## src/rtl/pwm_ramp_ctrl_if.sv

```systemverilog
// Request channel for pwm_ramp_ctrl: target duty and ramp rate over valid/ready.
//   req_valid  request present (master -> slave)
//   req_ready  request accepted on a rising edge with req_valid (slave -> master)
//   req_dc     target duty in percent, 7 bits
//   req_rate   PWM periods per 1 % step, 4 bits; 0 = jump to target
interface pwm_ramp_ctrl_if;
    localparam int unsigned DC_W   = 7;
    localparam int unsigned RATE_W = 4;

    logic              req_valid;
    logic              req_ready;
    logic [DC_W-1:0]   req_dc;
    logic [RATE_W-1:0] req_rate;

    modport master (output req_valid, output req_dc, output req_rate, input req_ready);
    modport slave  (input req_valid, input req_dc, input req_rate, output req_ready);
endinterface

```

## src/rtl/pwm_ramp_ctrl.sv

```systemverilog
// Duty-cycle sequencer in front of the PWM generator: slews dc_out toward a
// requested target by 1 % per programmed number of PWM periods, updating only
// on PWM wrap so the generator always sees a stable duty for a whole period.
//   clk          system clock, rising edge
//   reset        asynchronous, active-low
//   ena          block enable; low pauses ramping and blocks new requests
//   period_tick  one-cycle pulse at each PWM counter wrap
//   req          request channel (slave side)
//   abort        stop the ramp and hold the current duty
//   dc_out       duty to the PWM generator, 0..DC_MAX
//   busy         high in RAMP and DONE
//   done         one-cycle pulse when the target is reached
//   sat          last accepted request exceeded DC_MAX
module pwm_ramp_ctrl #(
    parameter int unsigned DC_MAX = 100
) (
    input  logic                  clk,
    input  logic                  reset,
    input  logic                  ena,
    input  logic                  period_tick,
    pwm_ramp_ctrl_if.slave        req,
    input  logic                  abort,
    output logic [6:0]            dc_out,
    output logic                  busy,
    output logic                  done,
    output logic                  sat
);
    localparam int unsigned DC_W   = 7;
    localparam int unsigned RATE_W = 4;
    localparam logic [DC_W-1:0] DC_LIMIT = DC_W'(DC_MAX);

    typedef enum logic [1:0] {
        IDLE = 2'd0,
        RAMP = 2'd1,
        DONE = 2'd2
    } state_t;

    state_t              state;
    logic [DC_W-1:0]     tgt;
    logic [RATE_W-1:0]   rate;
    logic [RATE_W-1:0]   tick_cnt;
    logic [DC_W-1:0]     dc_step_c;

    // Ready depends only on registered state and the gating inputs, never on valid.
    assign req.req_ready = (state == IDLE) && ena && !abort;

    // One percent toward the target; only used while dc_out != tgt.
    assign dc_step_c = (dc_out < tgt) ? dc_out + DC_W'(1) : dc_out - DC_W'(1);

    // Sequencer state, duty register and status flags.
    always_ff @(posedge clk or negedge reset) begin
        if (!reset) begin
            state    <= IDLE;
            dc_out   <= '0;
            tgt      <= '0;
            rate     <= '0;
            tick_cnt <= '0;
            busy     <= 1'b0;
            done     <= 1'b0;
            sat      <= 1'b0;
        end else begin
            done <= 1'b0;
            case (state)
                IDLE: begin
                    if (req.req_valid && req.req_ready) begin
                        tgt      <= (req.req_dc > DC_LIMIT) ? DC_LIMIT : req.req_dc;
                        sat      <= (req.req_dc > DC_LIMIT);
                        rate     <= req.req_rate;
                        tick_cnt <= '0;
                        busy     <= 1'b1;
                        state    <= RAMP;
                    end
                end
                RAMP: begin
                    if (abort) begin
                        // Abort beats a coincident tick: duty freezes where it is.
                        tick_cnt <= '0;
                        busy     <= 1'b0;
                        state    <= IDLE;
                    end else if (dc_out == tgt) begin
                        // Target already reached (e.g. request equal to current duty).
                        done  <= 1'b1;
                        state <= DONE;
                    end else if (period_tick && ena) begin
                        if (rate == '0) begin
                            dc_out <= tgt;
                            done   <= 1'b1;
                            state  <= DONE;
                        end else if (tick_cnt == rate - RATE_W'(1)) begin
                            dc_out   <= dc_step_c;
                            tick_cnt <= '0;
                            if (dc_step_c == tgt) begin
                                done  <= 1'b1;
                                state <= DONE;
                            end
                        end else begin
                            tick_cnt <= tick_cnt + RATE_W'(1);
                        end
                    end
                end
                DONE: begin
                    busy  <= 1'b0;
                    state <= IDLE;
                end
                default: begin
                    busy  <= 1'b0;
                    state <= IDLE;
                end
            endcase
        end
    end
endmodule

```

## src/flat_wrapper.sv

```systemverilog
// flat-port wrapper written by rule: the top's interface ports become plain ports
module pwm_ramp_ctrl_flat 
#(
    parameter int unsigned DC_MAX = 100
)
  (clk, reset, ena, period_tick, abort, dc_out, busy, done, sat, req_req_valid, req_req_dc, req_req_rate, req_req_ready);
  pwm_ramp_ctrl_if req_i ();
  input  logic clk;
  input  logic reset;
  input  logic ena;
  input  logic period_tick;
  input  logic abort;
  output logic [6:0] dc_out;
  output logic busy;
  output logic done;
  output logic sat;
  input wire logic [$bits(req_i.req_valid)-1:0] req_req_valid;
  input wire logic [$bits(req_i.req_dc)-1:0] req_req_dc;
  input wire logic [$bits(req_i.req_rate)-1:0] req_req_rate;
  output wire logic [$bits(req_i.req_ready)-1:0] req_req_ready;
  assign req_i.req_valid = req_req_valid;
  assign req_i.req_dc = req_req_dc;
  assign req_i.req_rate = req_req_rate;
  assign req_req_ready = req_i.req_ready;
  pwm_ramp_ctrl #(.DC_MAX(DC_MAX)) u_core (.clk(clk), .reset(reset), .ena(ena), .period_tick(period_tick), .req(req_i), .abort(abort), .dc_out(dc_out), .busy(busy), .done(done), .sat(sat));
endmodule
```

## config.mk

```make
export PLATFORM = sky130hd
export DESIGN_NAME = pwm_ramp_ctrl_flat
export DESIGN_NICKNAME = d
export VERILOG_FILES = /design/src/rtl/pwm_ramp_ctrl_if.sv /design/src/rtl/pwm_ramp_ctrl.sv /design/src/flat_wrapper.sv
export SDC_FILE = /design/constraint.sdc
export NUM_CORES = 1
export LEC_CHECK = 0
export ABC_AREA = 1
export CAP_MARGIN = 20
export CORE_MARGIN = 3
export CORE_UTILIZATION = 27
export CTS_CLUSTER_DIAMETER = 30
export DETAILED_ROUTE_END_ITERATION = 6
export GPL_ROUTABILITY_DRIVEN = 0
export HOLD_SLACK_MARGIN = 0.03
export SLEW_MARGIN = 20
export SYNTH_ARGS = -nofsm -noshare
export SYNTH_HDL_FRONTEND = slang
export SYNTH_SLANG_ARGS = --single-unit
```

## constraint.sdc

```tcl
create_clock -name clk -period 3.1 [get_ports clk]
set_clock_uncertainty 0.15 [all_clocks]
set_input_delay 0.62 -clock clk [delete_from_list [all_inputs] [get_ports clk]]
set_output_delay 0.62 -clock clk [all_outputs]
set_load 0.01 [all_outputs]
```

# After elaboration in Yosys (flattened, before gate mapping)
# Index checks and enable logic that the tools add are counted.
[op_classes]
n_addsub = 4
magnitude_cmp = 2
n_eq_ne = 12
n_mux = 29
bitwise = 2
n_reduce_logical = 14
[ops]
columns = ["cell", "n"]
rows = [
  ["$mux 7", 4],
  ["$mux 4", 6],
  ["$eq 7x7->1", 2],
  ["$mux 2", 7],
  ["$ne 5x2->1 const B", 2],
  ["$reduce_and 5->1", 2],
  ["$mux 1", 9],
  ["$pmux 4 s2", 1],
  ["$add 7x1->7 const B", 1],
  ["$gt 7x7->1 const B", 1],
  ["$lt 7x7->1", 1],
  ["$sub 7x1->7 const B", 1],
  ["$ne 3x3->1 const B", 2],
  ["$add 4x1->4 const B", 1],
  ["$eq 4x4->1", 1],
  ["$logic_and 1x1->1", 4],
  ["$logic_not 4->1", 1],
  ["$ne 2x2->1 const B", 2],
  ["$ne 4x2->1 const B", 1],
  ["$pmux 2 s2", 1],
  ["$reduce_and 2->1", 2],
  ["$reduce_and 4->1", 1],
  ["$reduce_bool 2->1", 2],
  ["$sub 4x1->4 const B", 1],
  ["other kinds (6)", 7],
]
[word_totals]
register_bits = 27

# Longest topological paths before layout
[logic_depth]
depth_word = 10
depth_mapped = 24

# Least setup slack after synthesis
# Ideal clock, no wire load.
[synth_path]
path_type = "register -> register"
start = "reg u_core.dc_out[6]"
end = "reg u_core.state[0]"
setup_time_ps = 120
arrival_ps = 2560
slack_ps = 270
path_stages_with_launch = 23
n_path_buf = 0
synth_period_minus_slack_ps = 2830
cell_sequence = "dfrtp_1 -> ha_1 -> nand2_1 -> nor2_1 -> nand2_1 -> nand2_1 -> inv_1 -> fa_1 -> inv_1 -> nand2_1 -> nand2_1 -> nor2_1 -> nand2_1 -> nor2_1 -> nand2_1 -> nor2_1 -> nand2_1 -> nor2_1 -> nand2_1 -> nand2_1 -> nand2_1 -> nand2_1 -> nand2_1"
[synth_via]
elab_chain_cells = 5
[synth_lines]
columns = ["element", "line_no", "source"]
rows = [
  ["start, declared", "pwm_ramp_ctrl.sv:23", "output logic [6:0] dc_out,"],
  ["start signal, assigned", "pwm_ramp_ctrl.sv:86", "dc_out <= tgt;"],
  ["start signal, assigned", "pwm_ramp_ctrl.sv:90", "dc_out <= dc_step_c;"],
  ["$sub 7x1->7 (tied with other cells)", "pwm_ramp_ctrl.sv:48", "assign dc_step_c = (dc_out < tgt) ? dc_out + DC_W'(1) : dc_out - DC_W'(1);"],
  ["$mux 7", "pwm_ramp_ctrl.sv:48", ""],
  ["$eq 7x7->1", "pwm_ramp_ctrl.sv:92", "if (dc_step_c == tgt) begin"],
  ["$ne 5x2->1 (no source line)", "--", ""],
  ["$reduce_and 4->1 (no source line)", "--", ""],
  ["end signal, assigned", "pwm_ramp_ctrl.sv:53", "state <= IDLE;"],
  ["end signal, assigned", "pwm_ramp_ctrl.sv:94", "state <= DONE;"],
  ["end signal, assigned", "pwm_ramp_ctrl.sv:103", "state <= IDLE;"],
  ["end, declared", "pwm_ramp_ctrl.sv:38", "state_t state;"],
]
# Parallel ways exist; a longest one is shown, timed or not.
# A chain may end at the register's enable or synchronous reset.

# Final worst setup path
[layout_path]
start = "reg u_core.dc_out[5]"
end = "reg u_core.state[0]"
# The elaborated chain is that of the path after synthesis.

==> flow_summary.ini <==
[setup_path]
timing.rr.start = u_core.dc_out[5]
worst_setup_path_end_kind = flop
cp-start-kind = flop
crit_arrival_ns = 3.04
r2r_cells = 22
rrSetupSlack_ns = 0.08
path_max_fanout = 7
critPathKind = reg2reg
crit_required_ns = 3.12
rr_endpoint = u_core.state[0]

[final_layout]
antennaDiodeCount = 0
synthToLayoutAreaGrowth_pct = 39.5
stdcell_area_sq_um = 2720
fillCellCount = 726
fin_nets = 364
final_cells = 426
layout-drive-gt1-share_pct = 21.5

[sta]
fin_crit_ns = 3.02
fmax_mhz = 331
whs_ns = 0.359
fin_crit_sh_pct = 97.6
slew_violations = 0
rsz0062_at_grt = yes
relSlewSlack_pct = 72.5
final-hold-violation-count = 0
tightest_slew_ns = 0.411
setup_viol = 0
tns_ns = 0

[synthesis]
synth_edf_count = 0
syn_avg_cell_area_sq_um = 7.11
synth_ff_type = dfrtp_1
synthesis.nets = 307
ys_seq_elements = 27
synth_most_common_cell = nand2_1
synth_top_area_share_pct = 34.7
synth.area.top_cells = dfrtp_1 35%, nand2_1 17%, ha_1 9.6%, inv_1 7.5%, nand3_1 6.4%
syn_area_sq_um = 1950
async_flop_share_pct = 100
yosys_warnings = 0
synthCells = 274
seq_area_frac_synth_pct = 34.7
synth_top_area_cell = dfrtp_1
synth_common_cells = 86 x nand2_1, 39 x inv_1, 27 x dfrtp_1
synth_cell_types = 26

[clocking]
clock-sinks = 27
cts-htree-levels = 1
clock-root-buffer = clkbuf_8
cts_inserted_buffers = 3
postCtsHoldBufs = 0
cts_buffer_depth = 2
clk_pin_slew_ns = 0.10
cts_tree = yes
clk_latency_ns = 0.27

[global_route]
gr-total-overflow = 0
grt_pass1_vias = 1748
grt_antenna_before_repair = 0
grtUsageTotal_pct = 11.7
grt_max_degree = 28
grt_first_pass_wirelength_um = 8080

[drt]
drc = 0
vias_per_cell = 4.50
totalWireLength_um = 5060
drt_iter0_markers = 79
wire_per_inst_um = 11.9
firstDrtPassIters = 4
ant_nets = 0
dr_total_vias = 1919

[floorplan]
dieArea_sq_um = 8270
initial_core_util_pct = 28.2
io_pins = 28
die_w_um = 90.9
fp.dieH_um = 90.9
rows = 30
core_area_sq_um = 6910

[place]
placed_cell_area_sq_um = 2410
portBuffers = 27
dpl.hpwl_um = 3710
dp_cells = 406

[power]
powerDensity_nw_per_um2 = 1010
ir_drop_uv = 325
finalPower_mw = 2.74
p_leak_nw = 1.35

[hold_path]
min_path_cells = 1
hold_end = u_core.sat
min_from = u_core.sat
min_path_type = reg2reg

[run]
cap_viol_max_count = 0

[outcome]
outcome = finished, final reports clean
## where the power goes
part / internal (mW) / switching [mW]
sequential: 0.440 / 0.0808
clock: 0.0902 / 0.114
combinational: 0.910 / 1.10
## worst max-delay path, cell delays in order, from the launching register on
cell and delay (ns):
dfrtp_2 0.46, ha_4 0.28, nand2_2 0.06, nor2_4 0.09, nand2_2 0.07, nand2_4 0.11
inv_2 0.05, fa_1 0.60, inv_1 0.07, nand2_1 0.06, nand2_1 0.04, nor2_1 0.10
nand2_1 0.05, nor2_1 0.09, nand2_1 0.05, nor2_1 0.11, nand2_1 0.06, nor2_1 0.10
nand2_1 0.08, nand2_1 0.07, nand2_1 0.06, nand2_1 0.06, nand2_1 0.04
## registers in the layout, indices dropped and copies added, names as in the netlist
signal	cells
u_core.sat	1
u_core.state	2
u_core.tick_cnt	4
u_core.done	1
u_core.busy	1
u_core.rate	4
u_core.tgt	7
u_core.dc_out	7
## cell usage in the layout, fill, tap and decap left out, types with 4 or more instances in the layout
cell type | Yosys | final
nand2_1 | 86 | 79
nand2_2 | 4 | 9
inv_2 | 0 | 5
buf_4 | 0 | 28
nor2_1 | 19 | 17
ha_4 | 0 | 6
nand4_1 | 5 | 5
xor2_1 | 4 | 4
ha_1 | 15 | 8
nand3_1 | 25 | 24
inv_1 | 39 | 34
clkdlybuf4s50_1 | 0 | 27
dfrtp_1 | 27 | 25
o21ai_0 | 19 | 19
a21oi_1 | 9 | 8
## through the flow
step	setup WS [ns]	utilization (%)
floorplan	0.270	-
global placement	0.0237	34.9
detailed placement	-0.0291	34.9
CTS	0.0256	35.6
global route	-0.112	39.3
finish	0.0753	39.3
## routing by layer
metal | share of wire, % | track usage [%] | vias up
li1 | - | - | 992
met1 | 46 | 15.5 | 892
met2 | 50 | 20.5 | 31
met3 | 3.1 | 1.91 | 4
met4 | 0.89 | 1.88 | 0
met5 | 0 | 0 | -
## worst max-delay path by stage
stage | cells after the start | startpoint | end | slack [ns]
finish | 22 | u_core.dc_out[5] | u_core.state[0] | 0.08
global route | 23 | u_core.tgt[2] | u_core.state[0] | -0.11
CTS | 23 | u_core.tgt[6] | u_core.state[0] | 0.03
detailed placement | 22 | u_core.dc_out[5] | u_core.state[0] | -0.03
global placement | 22 | u_core.dc_out[5] | u_core.state[0] | 0.02
floorplan | 22 | u_core.dc_out[6] | u_core.state[0] | 0.27
## area by class of cell
| cell class | instances | area, sq um | share of cell area (%) |
|---|---|---|---|
| Multi-Input combinational cell | 205 | 1250 | 45.9 |
| Tap cell | 96 | 120 | 4.42 |
| Sequential cell | 27 | 678 | 25.0 |
| Inverter | 39 | 146 | 5.39 |
| Clock buffer | 3 | 41.3 | 1.52 |
| Timing Repair Buffer | 55 | 480 | 17.7 |
| Clock inverter | 1 | 5.00 | 0.184 |
## logic make-up after synthesis
family,after synthesis,share of synthesized area (%)
AOI/OAI and AO/OA,35,10.2
xor gates and xnor gates,7,3.15
adders and majority gates,16,10.7
buffers and inverters,42,8.48
DFF,27,34.7
and+or+nand+nor,147,32.8
## repair_timing
action,4_1_cts,5_1_grt
pin swaps,0,21
resized for setup,1,29
setup buffers,0,16
setup endpoints to repair,3,3
Power figures use the tool's default switching activity.
